<file path="config.mk">
export PLATFORM = sky130hd
export DESIGN_NAME = pulse_broaden_multi_flat
export DESIGN_NICKNAME = d
export VERILOG_FILES = /design/src/rtl/pulse_broaden_pkg.sv /design/src/rtl/pulse_broaden_multi_if.sv /design/src/rtl/pulse_broaden_ch.sv /design/src/rtl/pulse_broaden_multi.sv /design/src/flat_wrapper.sv
export SDC_FILE = /design/constraint.sdc
export NUM_CORES = 1
export LEC_CHECK = 0
export BUFFER_PORTS_ARGS = -buffer_cell sky130_fd_sc_hd__buf_2
export CAP_MARGIN = 40
export CORE_MARGIN = 2
export CORE_UTILIZATION = 53
export DETAILED_ROUTE_END_ITERATION = 8
export HOLD_SLACK_MARGIN = 0.05
export PLACE_DENSITY = 0.86
export SKIP_CTS_REPAIR_TIMING = 1
export SKIP_LAST_GASP = 1
export SYNTH_ARGS = -nofsm -noshare
export SYNTH_HDL_FRONTEND = slang
export SYNTH_SLANG_ARGS = --single-unit
</file>
<file path="constraint.sdc">
create_clock -name clock -period 2.34 [get_ports clock]
set_clock_uncertainty 0.15 [all_clocks]
set_input_delay 0.117 -clock clock [delete_from_list [all_inputs] [get_ports clock]]
set_output_delay 0.117 -clock clock [all_outputs]
set_load 0.005 [all_outputs]
</file>
<file path="src/rtl/pulse_broaden_pkg.sv">
// Shared constants and helpers for the multi-channel pulse broadener.
// The PHASE and MODE selections are passed as strings and compared against
// these constants. eff_len maps the runtime length to the real window length.
package pulse_broaden_pkg;

   localparam string PHASE_POSITIVE = "POSITIVE";
   localparam string PHASE_NEGATIVE = "NEGATIVE";
   localparam string MODE_RETRIGGER = "RETRIGGER";
   localparam string MODE_FIXED     = "FIXED";

   // A zero length still produces a one-cycle window so that no trigger is lost.
   function automatic logic [31:0] eff_len(input logic [31:0] len_raw);
      logic [31:0] len_eff;
      if (len_raw == 32'd0) begin
         len_eff = 32'd1;
      end else begin
         len_eff = len_raw;
      end
      return len_eff;
   endfunction

endpackage

</file>
<file path="src/rtl/pulse_broaden_multi_if.sv">
// Bus bundle of the multi-channel pulse broadener.
// The overrun-counter signals exist only when PULSE_BROADEN_OVR_CNT_EN is defined.
interface pulse_broaden_multi_if #(
   parameter int CH    = 4,
   parameter int LEN_W = 8,
   parameter int CNT_W = 8
);

   logic [CH-1:0]       d;
   logic [LEN_W-1:0]    len;
   logic [CH-1:0]       q;
   logic [CH-1:0]       busy;
`ifdef PULSE_BROADEN_OVR_CNT_EN
   logic                ovr_clr;
   logic [CH*CNT_W-1:0] ovr_cnt;

   modport master (output d, len, ovr_clr, input q, busy, ovr_cnt);
   modport slave  (input d, len, ovr_clr, output q, busy, ovr_cnt);
`else
   modport master (output d, len, input q, busy);
   modport slave  (input d, len, output q, busy);
`endif

endinterface

</file>
<file path="src/rtl/pulse_broaden_ch.sv">
// One channel of the pulse broadener.
// It holds the rising-edge detect, the window down-counter and the registered
// q/busy outputs. With PULSE_BROADEN_OVR_CNT_EN defined it also holds a
// saturating counter of triggers rejected in FIXED mode.
module pulse_broaden_ch
   import pulse_broaden_pkg::*;
#(
   parameter int    LEN_W = 8,
   parameter string PHASE = PHASE_POSITIVE,
   parameter string MODE  = MODE_RETRIGGER,
   parameter int    CNT_W = 8
) (
   input  logic             clock,
   input  logic             rst,
   input  logic             d,
   input  logic [LEN_W-1:0] len,
`ifdef PULSE_BROADEN_OVR_CNT_EN
   input  logic             ovr_clr,
   output logic [CNT_W-1:0] ovr_cnt,
`endif
   output logic             q,
   output logic             busy
);

   localparam logic             ACTIVE_LOW = (PHASE == PHASE_NEGATIVE) ? 1'b1 : 1'b0;
   localparam logic             FIXED_MODE = (MODE == MODE_FIXED) ? 1'b1 : 1'b0;
   localparam logic [LEN_W-1:0] CNT_ZERO   = {LEN_W{1'b0}};
   localparam logic [LEN_W-1:0] CNT_ONE    = LEN_W'(1'b1);

   logic             d_r;
   logic [LEN_W-1:0] cnt_r;
   logic [LEN_W-1:0] cnt_nxt_s;
   logic [LEN_W-1:0] len_eff_s;
   logic             trig_s;
   logic             accept_s;
   logic             q_r;
   logic             busy_r;

   assign len_eff_s = LEN_W'(eff_len(32'(len)));

   // Trigger qualification and next counter value.
   always_comb begin
      trig_s    = d & ~d_r;
      accept_s  = 1'b0;
      cnt_nxt_s = cnt_r;
      if (trig_s) begin
         // FIXED mode only takes a trigger when idle or in the final active
         // cycle, so the following window joins without a gap.
         if ((cnt_r == CNT_ZERO) || !FIXED_MODE || (cnt_r == CNT_ONE)) begin
            accept_s = 1'b1;
         end else begin
            accept_s = 1'b0;
         end
      end else begin
         accept_s = 1'b0;
      end
      if (accept_s) begin
         cnt_nxt_s = len_eff_s;
      end else if (cnt_r != CNT_ZERO) begin
         cnt_nxt_s = cnt_r - CNT_ONE;
      end else begin
         cnt_nxt_s = CNT_ZERO;
      end
   end

   // Edge-detect register, window counter and registered outputs.
   always_ff @(posedge clock or posedge rst) begin
      if (rst) begin
         d_r    <= 1'b0;
         cnt_r  <= CNT_ZERO;
         busy_r <= 1'b0;
         q_r    <= ACTIVE_LOW;
      end else begin
         d_r    <= d;
         cnt_r  <= cnt_nxt_s;
         busy_r <= (cnt_nxt_s != CNT_ZERO);
         q_r    <= (cnt_nxt_s != CNT_ZERO) ^ ACTIVE_LOW;
      end
   end

   assign q    = q_r;
   assign busy = busy_r;

`ifdef PULSE_BROADEN_OVR_CNT_EN
   logic             reject_s;
   logic [CNT_W-1:0] ovr_r;

   assign reject_s = trig_s & ~accept_s;

   // Saturating overrun counter; a clear wins over a simultaneous reject.
   always_ff @(posedge clock or posedge rst) begin
      if (rst) begin
         ovr_r <= {CNT_W{1'b0}};
      end else if (ovr_clr) begin
         ovr_r <= {CNT_W{1'b0}};
      end else if (reject_s && (ovr_r != {CNT_W{1'b1}})) begin
         ovr_r <= ovr_r + CNT_W'(1'b1);
      end else begin
         ovr_r <= ovr_r;
      end
   end

   assign ovr_cnt = ovr_r;
`endif

endmodule

</file>
<file path="src/rtl/pulse_broaden_multi.sv">
// Multi-channel pulse broadener: CH independent pulse_broaden_ch instances that
// share one runtime length input.
// Optional feature macro: PULSE_BROADEN_OVR_CNT_EN adds ovr_clr and the
// per-channel ovr_cnt overrun counters.
module pulse_broaden_multi
   import pulse_broaden_pkg::*;
#(
   parameter int    CH    = 4,
   parameter int    LEN_W = 8,
   parameter string PHASE = PHASE_POSITIVE,
   parameter string MODE  = MODE_RETRIGGER,
   parameter int    CNT_W = 8
) (
   input  logic                 clock,
   input  logic                 rst,
   pulse_broaden_multi_if.slave bus
);

   logic [CH-1:0] q_s;
   logic [CH-1:0] busy_s;
`ifdef PULSE_BROADEN_OVR_CNT_EN
   logic [CH*CNT_W-1:0] ovr_s;
`endif

   for (genvar i = 0; i < CH; i++) begin : g_ch
      pulse_broaden_ch #(
         .LEN_W (LEN_W),
         .PHASE (PHASE),
         .MODE  (MODE),
         .CNT_W (CNT_W)
      ) u_ch (
         .clock   (clock),
         .rst     (rst),
         .d       (bus.d[i]),
         .len     (bus.len),
`ifdef PULSE_BROADEN_OVR_CNT_EN
         .ovr_clr (bus.ovr_clr),
         .ovr_cnt (ovr_s[i*CNT_W +: CNT_W]),
`endif
         .q       (q_s[i]),
         .busy    (busy_s[i])
      );
   end

   assign bus.q    = q_s;
   assign bus.busy = busy_s;
`ifdef PULSE_BROADEN_OVR_CNT_EN
   assign bus.ovr_cnt = ovr_s;
`endif

endmodule
</file>
<file path="src/flat_wrapper.sv">
// flat-port wrapper written by rule: the top's interface ports become plain ports
module pulse_broaden_multi_flat import pulse_broaden_pkg::*;
#(
   parameter int    CH    = 4,
   parameter int    LEN_W = 8,
   parameter string PHASE = PHASE_POSITIVE,
   parameter string MODE  = MODE_RETRIGGER,
   parameter int    CNT_W = 8
)
  (clock, rst, bus_d, bus_len, bus_q, bus_busy);
  pulse_broaden_multi_if #(.CH(CH), .LEN_W(LEN_W), .CNT_W(CNT_W)) bus_i ();
  input  logic clock;
  input  logic rst;
  input wire logic [$bits(bus_i.d)-1:0] bus_d;
  input wire logic [$bits(bus_i.len)-1:0] bus_len;
  output wire logic [$bits(bus_i.q)-1:0] bus_q;
  output wire logic [$bits(bus_i.busy)-1:0] bus_busy;
  assign bus_i.d = bus_d;
  assign bus_i.len = bus_len;
  assign bus_q = bus_i.q;
  assign bus_busy = bus_i.busy;
  pulse_broaden_multi #(.CH(CH), .LEN_W(LEN_W), .PHASE(PHASE), .MODE(MODE), .CNT_W(CNT_W)) u_core (.clock(clock), .rst(rst), .bus(bus_i));
endmodule
</file>
* Word-level counts from Yosys, hierarchy flattened
Index checks and enable logic that the tools add are counted.
** Storage, ports and cells
- Flip-flop bits (word level) :: 40
- Input bits :: 14
- Output and inout bits :: 8
- Logic and storage cells :: 46
** Cells by class
- $add $sub $neg :: 4
- Mux-type cells :: 13
- Bitwise gates (word level) :: 8
- Reduce and logical (&&, ||, !) cells :: 9
** Operator list (count)
- $mux W8 :: 9
- $reduce_bool A8 Y1 :: 8
- $sub A8 B1 Y8 const B :: 4
- $logic_not A8 Y1 :: 1
- $and A1 B1 Y1 :: 4
- $mux W1 :: 4
- $not A1 Y1 :: 4

* Logic depth before layout (Yosys ltp)
- Word-level depth :: 5
- Depth in mapped cells :: 7

* By module
From an unflattened synthesis, not the netlist that was laid out.
** Second synthesis, totals
- Cell total of the unflattened synthesis :: 266
- Area, all modules :: 2517.4 sq um
** By module, submodules not included
- pulse_broaden_ch at u_core.g_ch[1].u_ch ... :: times used 3, cells an instance 66, area each 628.1 sq um
- pulse_broaden_ch at u_core.g_ch[0].u_ch :: times used 1, cells an instance 68, area each 633.1 sq um

* Worst setup path after synthesis
Ideal clock, no wire load.
- Path kind :: register to register
- From :: reg u_core.g_ch[3].u_ch.cnt_r[0]
- To :: reg u_core.g_ch[3].u_ch.busy_r
- Setup time :: 0.139 ns
- Arrival time :: 2.088 ns
- Required time :: 2.051 ns
- Slack :: -0.037 ns
- Cell stages (with the launch flop) :: 8
- Path buffers :: 0
- Clock period less this slack :: 2.377 ns
- Cell sequence :: dfrtp_1 inv_1 ha_1 or3b_2 nor3_1 mux2i_1 o21ai_0 or4_1
** On the way
- Word-level cells in the longest chain between the ends :: 4
- Elaborated cells on any way between the ends :: 5
** Ends and longest elaborated chain
- start, declared :: line pulse_broaden_ch.sv:31 : logic [LEN_W-1:0] cnt_r;
- start signal, assigned :: line pulse_broaden_ch.sv:75 : cnt_r <= cnt_nxt_s;
- $sub A8 B1 Y8 / $reduce_bool A8 Y1 (equally long branches) :: line pulse_broaden_ch.sv:60, pulse_broaden_ch.sv:59
- $mux W8 * :: line pulse_broaden_ch.sv:59 : end else if (cnt_r != CNT_ZERO) begin
- $mux W8 * :: line pulse_broaden_ch.sv:57 : if (accept_s) begin
- net u_core.g_ch[3].u_ch.cnt_nxt_s[6] :: line pulse_broaden_ch.sv:32 : logic [LEN_W-1:0] cnt_nxt_s;
- $reduce_bool A8 Y1 * :: line pulse_broaden_ch.sv:76 : busy_r <= (cnt_nxt_s != CNT_ZERO);
- end signal, assigned :: line pulse_broaden_ch.sv:76
- end, declared :: line pulse_broaden_ch.sv:37 : logic busy_r;
Mark *: on every way through the listed nets, which the timed path passes. The rest lies on a longest branch.

* Worst setup path in the final report
- From :: reg u_core.g_ch[0].u_ch.cnt_r[0]
- To :: reg u_core.g_ch[0].u_ch.q_r
** On the way
- Word-level cells in the longest chain between the ends :: 4
- Elaborated cells on any way between the ends :: 5
** Ends and longest elaborated chain
- start, declared :: line pulse_broaden_ch.sv:31
- start signal, assigned :: line pulse_broaden_ch.sv:75
- $sub A8 B1 Y8 / $reduce_bool A8 Y1 (equally long branches) :: line pulse_broaden_ch.sv:60, pulse_broaden_ch.sv:59
- $mux W8 * :: line pulse_broaden_ch.sv:59
- $mux W8 * :: line pulse_broaden_ch.sv:57
- $reduce_bool A8 Y1 * :: line pulse_broaden_ch.sv:77 : q_r <= (cnt_nxt_s != CNT_ZERO) ^ ACTIVE_LOW;
- end signal, assigned :: line pulse_broaden_ch.sv:77
- end, declared :: line pulse_broaden_ch.sv:36 : logic q_r;
Mark *: on every way between the ends. The rest lies on a longest branch, timed or not.

==> metrics.md <==
| Metric | Value |
|---|---|
| # diodes | 0 |
| Number of synthesized flops with an enable pin | 0 |
| Post-DR wirelength/cell | roughly 16 um |
| Synth cell types | 37 |
| Io pins | 22 |
| Prevailing post-synth register cell | dfrtp_1 |
| Slew @ Worst Pin | a little under 0.6 ns |
| Post-route ant nets | 0 |
| Final cell count without fillers | about 320 |
| Worst EP required | 2.37 ns |
| First-pass GRT wire length | about 7.9 mm |
| Chip height | between 60 and 70 um |
| Sequential area share after synthesis | between 40% and 50% |
| Average size of a mapped cell | 9.56 um2 |
| Dpl cells | a little over 300 |
| Hold Path Class | in -> reg |
| Vias in the first global route | around 1800 |
| Hold Vio Cnt, Final | 0 |
| Synthesized Nets | ~260 |
| CTS buffer count | 5 |
| FILL cells | approximately 310 |
| # DRC | 0 |
| Sink Count | 40 |
| Fmax | between 400 and 500 MHz |
| Final #Nets | just under 300 |
| CORE AREA | between 0.004 and 0.005 mm2 |
| Reg2Reg Setup Slack | 0.02 ns |
| Worst Setup Start Kind | flip-flop |
| Placer Congestion | between 0.8 and 0.9 |
| Global route overflow | 0 |
| Area after DPL | roughly 0.0024 mm2 |
| Post-synthesis register bit count | 40 |
| RSZ-0062 raised after global routing | true |
| FP Rows | 23 |
| Post-route cell area | 0.00263 mm2 |
| Layout cells sized above 1 | between 20% and 30% |
| Initial core utilization | 55.3% |
| Util after Layout | 65.2% |
| R2r worst-path depth | 8 |
| R2r startpoint | u_core.g_ch[0].u_ch.cnt_r[0] |
| WL final | 5.21 mm |
| H-tree levels | 2 |
| Gate Count Post-Synth | approximately 230 |
| Yosys warning total | 0 |
| Ys async rst share | 100% |
| 1st-pass router iterations | 4 |
| Finish-stage setup viols | 0 |
| Maximum VDD drop | between 0.0004 and 0.0005 V |
| Worst skew pair latency | ~0.30 ns |
| Max_cap viols | 0 |
| WP data arrival | around 2.4 ns |
| Die Wd | around 69 um |
| Clock slew at reported path FFs | 0.08 ns |
| Hold Path End | u_core.g_ch[0].u_ch.cnt_r[7] |
| Buf/Inv on CP | 2 |
| Minimum clock period | 2.32 ns |
| Storage cell area | between 0.001 and 0.0015 mm2 |
| R2R Path End | u_core.g_ch[0].u_ch.q |
| Pin count of the biggest net entering global routing | 41 |
| Crit path capture type | flip-flop |
| Multi-input gate area | 0.00112 mm2 |
| Cell Pwr Density | 1010 mW/mm2 |
| Crit-path slowest cell | or3_1 |
| Port bufs | 21 |
| Min-Delay Startpoint | bus_len[7] |
| DP HPWL | between 3 and 4 mm |
| Final Max Slew Viols | 0 |
| CP most frequent cell | or3_1 |
| Vias | between 1500 and 2000 |
| Outcome | finished clean |
| P&R area growth vs syn | 17.8% |
| Worst Path Max Fanout | 2 |
| Critical path's top delay family | simple AND/OR/NAND/NOR gates |
| Worst-case clock buffer depth | 2 |
| Clk root buf | clkbuf_8 |
| Crit-path cells | inv_2 -> ha_1 -> buf_4 -> xnor2_1 -> and4b_1 -> o22ai_1 -> or3_1 -> or3_1 |
| Detailed router's first-iteration violation count | around 230 |
| Synth Cell Area | ~0.0022 mm2 |
| Vias/cell | ~6.0 |
| Total GRT Usage | 23.1% |
| Die ar. | ~0.0047 mm2 |
| Initial antenna violation count | 0 |
| Tcrit/Tclk final | 99.3% |
| Cell count of the worst hold path | 3 |
| CTS tree | yes |
| Critical path class | reg -> reg |
| CP peak stage delay | ~0.4 ns |
| Slew HR | about three fifths |
| Leakage power | roughly 1.1 nW |
area by class of cell:
type	instances	area share, %
flip-flops and latches	40	38.1
multi-input cells	163	42.9
repair buffers	41	10.4
inverters	19	2.72
clock inverters	2	0.381
clock buffers	6	3.15
well taps	50	2.38
power breakdown:
group,leakage (nW),internal [mW],switching (mW)
Combinational,0.602,0.498,0.495
Clock,0.0510,0.235,0.241
Sequential,0.460,0.908,0.276
Yosys cell counts (2+ instances only):
master | n | share of area, %
buf_4 | 8 | 2.7
o21ai_0 | 7 | 1.6
nor3_1 | 10 | 2.2
nand2b_1 | 6 | 1.7
clkbuf_1 | 3 | 0.51
a21oi_1 | 10 | 2.2
nor4_1 | 4 | 1.1
nand2_1 | 9 | 1.5
or3b_2 | 3 | 1.2
nand4b_1 | 2 | 0.79
dfrtp_1 | 40 | 45
inv_1 | 19 | 3.2
ha_1 | 8 | 4.5
or4_1 | 7 | 2.4
or3_1 | 5 | 1.4
nor2_1 | 23 | 3.9
a31oi_1 | 5 | 1.4
xnor2_1 | 12 | 4.7
o22ai_1 | 22 | 6.2
a41oi_1 | 2 | 0.79
nand3_1 | 3 | 0.67
nor3b_1 | 3 | 1.0
mux2i_1 | 5 | 2.2
nor2b_1 | 4 | 1.1
logic make-up (layout without fill, tap and decap cells):
group | count (synthesis) | after routing | share of synthesized area [%]
AO/OA/AOI/OAI | 53 | 53 | 15.8
XOR/XNOR | 13 | 13 | 5.11
adder cells (fa/ha/maj) | 8 | 8 | 4.49
AND/OR/NAND/NOR | 84 | 84 | 21.0
multiplexers | 5 | 5 | 2.25
buffers and inverters | 30 | 68 | 6.40
flip-flops | 40 | 40 | 44.9
per-layer routing:
metal | vias up | GRT usage [%] | share of wire [%]
met4 | 0 | 12.7 | 2.3
met5 | - | 0 | 0
met1 | 927 | 27.6 | 42
met3 | 15 | 6.66 | 6.1
li1 | 914 | - | -
met2 | 57 | 37.5 | 49
worst max-delay path by stage:
| stage | startpoint | endpoint | slack [ns] | depth (start not counted) |
|---|---|---|---|---|
| final | u_core.g_ch[0].u_ch.cnt_r[0] | u_core.g_ch[0].u_ch.q | 0.02 | 8 |
| after global routing | u_core.g_ch[0].u_ch.cnt_r[0] | u_core.g_ch[0].u_ch.q | -0.02 | 8 |
| after CTS | u_core.g_ch[3].u_ch.cnt_r[1] | u_core.g_ch[3].u_ch.busy | -0.06 | 7 |
| after detailed placement | u_core.g_ch[3].u_ch.cnt_r[1] | u_core.g_ch[3].u_ch.busy | -0.05 | 7 |
| after global placement | u_core.g_ch[3].u_ch.cnt_r[1] | u_core.g_ch[3].u_ch.busy | 0.06 | 7 |
| after floorplan | u_core.g_ch[3].u_ch.cnt_r[0] | u_core.g_ch[3].u_ch.busy | 0.01 | 7 |
stage by stage:
stage               total power [mW]  hold WS, ns  setup TNS, ns  setup WS (ns)
floorplan                       1.81     -0.00157              0         0.0120
global placement                2.02       0.0934              0         0.0580
detailed placement              2.08       0.0938        -0.0490        -0.0490
CTS                             2.58       -0.220        -0.0989        -0.0598
global route                    2.84       0.0632        -0.0242        -0.0165
finish                          2.65       0.0369              0         0.0167
worst min-delay path: cells and delay by family:
family | cells | cell delay [ns]
compound gates | 1 | 0.06
buf+inv | 1 | 0.16
simple gates | 1 | 0.11
registers in the layout, summed over array words and instances, names as in the netlist:
name,cells
u_core.g_ch.u_ch.busy,3
u_core.g_ch.u_ch.cnt_r,32
u_core.g_ch.u_ch.d_r,4
u_core.g_ch.u_ch.q,1
cells in the final DEF, fill, tap and decap left out, drive strengths merged:
cell type / n
a211o: 1
a21bo: 1
a21oi: 10
a31oi: 6
a41o: 1
a41oi: 2
and3: 1
and4b: 1
buf: 34
clkbuf: 6
clkinv: 2
dfrtp: 40
dlygate4sd3: 7
ha: 8
inv: 19
mux2i: 5
nand2: 9
nand2b: 6
nand3: 3
nand4: 1
nand4b: 2
nor2: 23
nor2b: 4
nor3: 10
nor3b: 3
nor4: 4
nor4b: 1
o21ai: 8
o22ai: 22
o31ai: 1
o41ai: 1
or3: 5
or3b: 3
or4: 7
or4b: 1
xnor2: 12
xor2: 1
(Power assumes the default switching activity.)
